<file path="config.mk">
export PLATFORM = sky130hd
export DESIGN_NAME = pwm_demod
export DESIGN_NICKNAME = d
export VERILOG_FILES = /design/src/rtl/pwm_demod_pkg.sv /design/src/rtl/pwm_edge_sync.sv /design/src/rtl/pwm_demod.sv
export SDC_FILE = /design/constraint.sdc
export NUM_CORES = 1
export LEC_CHECK = 0
export ABC_AREA = 1
export ABC_CLOCK_PERIOD_IN_PS = 1800
export BUFFER_PORTS_ARGS = -buffer_cell sky130_fd_sc_hd__buf_2
export CORE_MARGIN = 4
export CORE_UTILIZATION = 42
export DETAILED_ROUTE_END_ITERATION = 8
export PLACE_DENSITY = 0.7
export SYNTH_ARGS = -nofsm -noshare
export SYNTH_HDL_FRONTEND = slang
export SYNTH_SLANG_ARGS = --single-unit
</file>
<file path="constraint.sdc">
create_clock -name clock -period 1.8 [get_ports clock]
set_clock_uncertainty 0.05 [all_clocks]
set_input_delay 0.36 -clock clock [delete_from_list [all_inputs] [get_ports clock]]
set_output_delay 0.36 -clock clock [all_outputs]
set_load 0.02 [all_outputs]
</file>
<file path="src/rtl/pwm_demod_pkg.sv">
// pwm_demod_pkg
//   Shared types and constants for the PWM demodulator.
//   - state_e   : framing state machine encoding (HUNT / ALIGN / LOCKED)
//   - window_of : PWM period in clocks for a given level resolution
package pwm_demod_pkg;

  typedef enum logic [1:0] {
    HUNT   = 2'd0,  // waiting for any rising edge
    ALIGN  = 2'd1,  // one rise seen, waiting for a confirming rise one window later
    LOCKED = 2'd2   // framing confirmed, one level per window
  } state_e;

  localparam int DEFAULT_BITS = 6;

  // PWM period is 2^bits clocks.
  function automatic int window_of(input int bits);
    return 1 << bits;
  endfunction

endpackage

</file>
<file path="src/rtl/pwm_edge_sync.sv">
// pwm_edge_sync
//   Brings the asynchronous PWM line into the clock domain and derives the
//   edge information the framing logic needs.
//   Ports:
//     clock  - system clock
//     reset  - synchronous, active-high; clears all flops
//     pwm    - raw PWM line (asynchronous)
//     s      - synchronized line (2-flop synchronizer output)
//     s_d    - s delayed by one clock
//     rise   - s & ~s_d, one-cycle rising-edge indication
module pwm_edge_sync (
  input  logic clock,
  input  logic reset,
  input  logic pwm,
  output logic s,
  output logic s_d,
  output logic rise
);

  logic meta_q, meta_d;
  logic sync_q, sync_d;
  logic dly_q,  dly_d;

  always_comb begin
    meta_d = pwm;
    sync_d = meta_q;
    dly_d  = sync_q;
  end

  always_ff @(posedge clock) begin
    if (reset) begin
      meta_q <= 1'b0;
      sync_q <= 1'b0;
      dly_q  <= 1'b0;
    end else begin
      meta_q <= meta_d;
      sync_q <= sync_d;
      dly_q  <= dly_d;
    end
  end

  assign s    = sync_q;
  assign s_d  = dly_q;
  assign rise = sync_q & ~dly_q;

endmodule

</file>
<file path="src/rtl/pwm_demod.sv">
// pwm_demod
//   Recovers the BITS-bit level from a fixed-period PWM stream
//   (period 2^BITS clocks, high time = level clocks, rising edge at period
//   start). Locks to the period framing, emits one level per period and
//   strobes err on framing violations.
//   Ports:
//     clock       - system clock (only clock)
//     reset       - synchronous, active-high
//     pwm         - PWM input line (asynchronous)
//     level       - last recovered level, held between strobes
//     level_valid - one-cycle strobe when level is updated
//     locked      - high while the framing state machine is LOCKED
//     err         - one-cycle framing-error strobe (never with level_valid)
module pwm_demod
  import pwm_demod_pkg::*;
#(
  parameter int BITS = DEFAULT_BITS
) (
  input  logic            clock,
  input  logic            reset,
  input  logic            pwm,
  output logic [BITS-1:0] level,
  output logic            level_valid,
  output logic            locked,
  output logic            err
);

  localparam int WINDOW = window_of(BITS);
  localparam int HC_W   = BITS + 1;
  localparam logic [BITS-1:0] PH_ONE  = {{(BITS-1){1'b0}}, 1'b1};
  localparam logic [HC_W-1:0] HC_FULL = HC_W'(WINDOW);

  // ---------------------------------------------------------------------------
  // Input synchronizer and edge detect
  // ---------------------------------------------------------------------------
  logic s, s_dly, rise;

  pwm_edge_sync u_sync (
    .clock (clock),
    .reset (reset),
    .pwm   (pwm),
    .s     (s),
    .s_d   (s_dly),
    .rise  (rise)
  );

  // ---------------------------------------------------------------------------
  // State
  // ---------------------------------------------------------------------------
  state_e          state_q, state_d;
  logic [BITS-1:0] phase_q, phase_d;
  logic [HC_W-1:0] hc_q,    hc_d;
  logic [BITS-1:0] level_q, level_d;
  logic            level_valid_q, level_valid_d;
  logic            err_q,   err_d;

  logic            phase0;    // registered phase is 0 (window boundary)
  logic            overflow;  // line was high for a whole window
  logic [HC_W-1:0] s_ext;
  logic [HC_W-1:0] hc_acc;    // next high count if the window continues/restarts
  logic            emit;
  logic            fault;

  always_comb begin
    phase0   = (phase_q == '0);
    overflow = (hc_q == HC_FULL);
    s_ext    = {{BITS{1'b0}}, s};
    // A rise is always treated as phase 0 of a new window, so the count
    // reloads from s on either a registered phase 0 or a rise.
    hc_acc   = (phase0 || rise) ? s_ext : (hc_q + s_ext);

    state_d  = state_q;
    phase_d  = rise ? PH_ONE : (phase_q + PH_ONE);
    hc_d     = hc_acc;
    emit     = 1'b0;
    fault    = 1'b0;

    unique case (state_q)
      HUNT: begin
        phase_d = '0;
        hc_d    = s_ext;
        if (rise) begin
          state_d = ALIGN;
          phase_d = PH_ONE;
        end
      end

      ALIGN: begin
        if (overflow) begin
          fault   = 1'b1;
          state_d = HUNT;
        end else if (phase0) begin
          if (rise) begin
            state_d = LOCKED;
            emit    = 1'b1;
          end else begin
            // Confirming edge missing: quietly start over.
            state_d = HUNT;
          end
        end
        // Rise at phase != 0 simply restarts the window (phase_d/hc_d above).
      end

      LOCKED: begin
        if (overflow || (phase0 && s_dly)) begin
          // Line high across the boundary: framing is gone.
          fault   = 1'b1;
          state_d = HUNT;
        end else if (phase0) begin
          // s_dly is 0 here, so this is either a rise or a level-0 window.
          emit = 1'b1;
        end else if (rise) begin
          // Early edge: drop the broken window, treat this rise as a new start.
          fault   = 1'b1;
          state_d = ALIGN;
        end
      end

      default: begin
        state_d = HUNT;
      end
    endcase

    if (state_d == HUNT) begin
      phase_d = '0;
      hc_d    = '0;
    end

    // err has priority; emit and fault are mutually exclusive by construction.
    level_valid_d = emit & ~fault;
    err_d         = fault;
    level_d       = level_valid_d ? hc_q[BITS-1:0] : level_q;
  end

  always_ff @(posedge clock) begin
    if (reset) begin
      state_q       <= HUNT;
      phase_q       <= '0;
      hc_q          <= '0;
      level_q       <= '0;
      level_valid_q <= 1'b0;
      err_q         <= 1'b0;
    end else begin
      state_q       <= state_d;
      phase_q       <= phase_d;
      hc_q          <= hc_d;
      level_q       <= level_d;
      level_valid_q <= level_valid_d;
      err_q         <= err_d;
    end
  end

  assign level       = level_q;
  assign level_valid = level_valid_q;
  assign locked      = (state_q == LOCKED);
  assign err         = err_q;

endmodule
</file>
==> results.txt <==
----------------------------------------------------
[Run status]
  Outcome ... finished, final reports clean

[Synth]
  Synthesized instance count ... approximately 160
  Async SR Flop Fraction ... 0%
  Area fraction of the dominant cell type after synthesis ... 38.88%
  Post-synthesis average cell area ... just over 8 um^2
  Biggest area contributors in the synthesized netlist ... dfxtp_1, ha_1, inv_1
  Synthesis warning total ... 0
  Post-Syn Area ... around 0.0013 mm^2
  Sequential area share after synthesis ... 38.88%
  Number of storage elements in the synthesis netlist ... 26
  Cell accounting for the most synthesized area ... dfxtp_1
  Net count after synthesis ... roughly 170
  EDFF count, synth ... 0
  Count of distinct cell types in the synthesized netlist ... 24
  Dominant register cell in the synthesized netlist ... dfxtp_1

[Power]
  Comb pwr share ... roughly 5.6%
  Cell Int Power ... around 0.8 mW
  Switching share of total power ... 20.03%
  Clock power share ... roughly 38%
  Reported leakage power ... 0.6783 nW
  Sequential Power Share ... a little under three fifths
  Max rail drop VDD ... 0.3953 mV
  Switching power of the nets ... 0.2061 mW
  Design Power ... about 1.0 mW
  Power per cell area ... around 690 mW/mm^2

[Routing]
  Met1 layer wirelength in the final routing ... between 1000 and 1500 um
  Via count normalized by instance count ... 4.724
  First-iteration detailed-routing DRC count ... 30
  Wire length reported by the detailed router ... 2496 um
  Count of unresolved DRC violations after routing ... 0
  Detailed-routing iteration count for the pre-antenna-repair pass ... 4
  Routed length on met3 ... 98 um
  Average routed wire per standard cell ... 11.29 um
  Routed wire length on met2 ... 1238 um
  Routed via count ... approximately 1000
  Antenna violation net count after detailed routing ... 0
  Top layer used by detailed routing ... met4

[Final layout]
  Number of diodes added for antenna fixing ... 0
  Layout Cells excl Fill ... 221
  Number of filler cells placed in the layout ... 311
  Area of all sequential standard cells ... 520.5 um^2
  Utilization after layout ... 49.06%
  Post-synthesis to final-layout area growth ... 11.87%
  Area taken by multi-input logic gates ... slightly above 700 um^2
  Final #Nets ... around 190
  Share of cells above drive strength 1 ... a little over a quarter
  Final cell area excluding filler cells ... approximately 0.0015 mm^2

[STA]
  Crit path setup slack, layout ... ~0.14 ns
  Achievable frequency ... between 600 and 700 MHz
  Share of the clock period used by the worst path after layout ... slightly above 90%
  Sum of negative setup slack ... 0 ns
  Hold slack ... 0.1875 ns
  Number of max-slew violations in the final report ... 0
  Setup violators final ... 0
  RSZ-0062 raised after global routing ... no
  Final critical-path required period ... around 1.7 ns
  Worst max-slew margin expressed relative to the limit ... about 73%
  Fin. Hold Viols ... 0
  Tightest Pin Transition ... slightly above 0.4 ns

[Clock network]
  Clk buf depth ... 2
  Clock buffer count from CTS ... 3
  Cell chosen for the clock root ... clkbuf_4
  Skew-Pair Late Insertion Delay ... 0.31 ns
  CTS H-Tree Depth ... 1
  Count of clock tree sinks ... 26
  Resize count post-CTS ... 0
  Clock tree from TritonCTS ... built
  Hold-fix buffers at CTS ... 0
  Post-CTS Setup Bufs ... 0
  Clock transition at the registers of the reported paths ... 0.14 ns

[Critical path]
  Buf/Inv on CP ... 2
  CP top delay family ... simple AND/OR/NAND/NOR gates
  Crit Path Max Fanout ... 7
  Startpoint type of the worst setup path ... register
  Critical-path cell list ... inv_1, ha_1, inv_1, nor2_1, nand2_2, nand2_1, a21oi_1
  CP peak stage delay ... 0.40 ns
  CP Class ... register to register
  Critical path data arrival time ... 1.83 ns
  Dominant cell type by count on the critical path ... inv_1
  Cell with the largest stage delay on the worst path ... dfxtp_1
  Critical path required time ... roughly 2.0 ns
  Crit end category ... register

[GRT]
  GRT Util Overall ... around an eighth
  Final global-route overflow total ... 0
  Pin count of the biggest net entering global routing ... 16
  Via count of the first global-routing pass ... 981
  Antenna violations before repair ... 0
  Global-route wire length before repair ... a little over 4000 um

[Worst hold path]
  Worst hold path class ... primary input to register

[Placement]
  DPL Wire Length ... 2017 um
  Pre-CTS WS ... between 0.1 and 0.15 ns
  Final Wtd Congestion ... between 0.8 and 0.9
  Post-detailed-placement cell area ... between 0.001 and 0.0015 mm^2
  IO buf count ... 11
  Cell count after placement ... approximately 220

[Floorplan]
  Row Count ... 20
  I/O pin total ... 12
  Effective utilization at floorplan ... between 40 and 50%
  DIE WIDTH ... around 64 um
  Die boundary height ... about 64 um
  Placeable core region ... between 0.003 and 0.004 mm^2
  Area of the die ... 0.004155 mm^2

[Run]
  Max-capacitance violation count ... 0

----------------------------------------------------
==> Yosys cell counts, types with 2 or more instances <==
| cell | count |
|---|---|
| dfxtp_1 | 26 |
| inv_1 | 25 |
| nand2_1 | 17 |
| nand3_1 | 13 |
| nor2_2 | 13 |
| nor2_1 | 12 |
| a21oi_1 | 10 |
| ha_1 | 8 |
| nand2_2 | 6 |
| nand2_4 | 6 |
| xor2_1 | 5 |
| xnor2_1 | 4 |
| nand4_1 | 3 |
| inv_2 | 2 |
| nand3b_1 | 2 |
| nor2_4 | 2 |
| o21ai_0 | 2 |
==> power groups by stage <==
| stage | Clock [mW] | Sequential (mW) | Combinational (mW) |
|---|---|---|---|
| 6_report | 0.387 | 0.584 | 0.0574 |
| 5_1_grt | 0.431 | 0.586 | 0.0634 |
| 4_1_cts | 0.395 | 0.584 | 0.0571 |
| 3_5_place_dp | 0 | 0.597 | 0.0568 |
| 3_3_place_gp | 0 | 0.597 | 0.0552 |
| 2_1_floorplan | 0 | 0.596 | 0.0445 |
==> cells in the final DEF (no fill, tap or decap), types with 3 or more instances in the layout <==
cell type,synthesis,final
xor2_1,5,5
nand3_1,13,13
buf_2,0,11
nand2_2,6,6
ha_1,8,8
nor2_1,12,12
nand2_4,6,6
a21oi_1,10,10
nand4_1,3,3
xnor2_1,4,4
clkbuf_4,0,3
nor2_2,13,13
dfxtp_1,26,26
inv_1,25,25
nand2_1,17,17
==> cells by family (layout without fill, tap and decap cells) <==
| logic type | count (synthesis) | after routing | share of synthesized area (%) |
|---|---|---|---|
| compound gates | 15 | 15 | 6.356 |
| xor+xnor | 9 | 9 | 5.887 |
| simple gates | 77 | 77 | 33.55 |
| fa+ha+maj | 8 | 8 | 7.477 |
| buf+inv | 28 | 42 | 7.850 |
| flops | 26 | 26 | 38.88 |
==> worst min-delay path, stage by stage <==
cell and delay [ns]:
buf_2 0.09, inv_1 0.04, nor2_1 0.04
==> final cells by class <==
| type | instances | area share, % |
|---|---|---|
| clock buffer | 3 | 1.504 |
| sequential | 26 | 34.75 |
| multi-input combinational | 109 | 47.62 |
| clock inverter | 1 | 2.005 |
| inverter | 27 | 6.767 |
| timing repair buffer | 11 | 3.676 |
| tap | 44 | 3.676 |
==> final timing paths <==
| path | slack [ns] | cells past startpoint | startpoint | end |
|---|---|---|---|---|
| worst min-delay path | 0.19 | 3 | pwm | u_sync.meta_q$_SDFF_PP0_ |
| worst max register to register | 0.14 | 7 | state_q[1]$_SDFF_PP0_ | level[3]$_SDFFE_PP0P_ |
| worst min register to register | 0.42 | 2 | u_sync.meta_q$_SDFF_PP0_ | u_sync.s$_SDFF_PP0_ |
| worst max-delay path | 0.14 | 7 | state_q[1]$_SDFF_PP0_ | level[3]$_SDFFE_PP0P_ |
==> sequential cells by signal, summed over array words and instances (netlist names) <==
name / cells
hc_q: 7
u_sync.s_d: 1
state_q: 2
err: 1
level: 6
phase_q: 6
level_valid: 1
u_sync.s: 1
u_sync.meta_q: 1
==> routing by layer <==
metal / track usage, % / vias up
met2: 23.20 / 15
met3: 1.560 / 2
met4: 3.166 / 0
li1: - / 539
met5: 0 / -
met1: 15.10 / 488
Note: power is estimated with default switching activity, not from simulation.
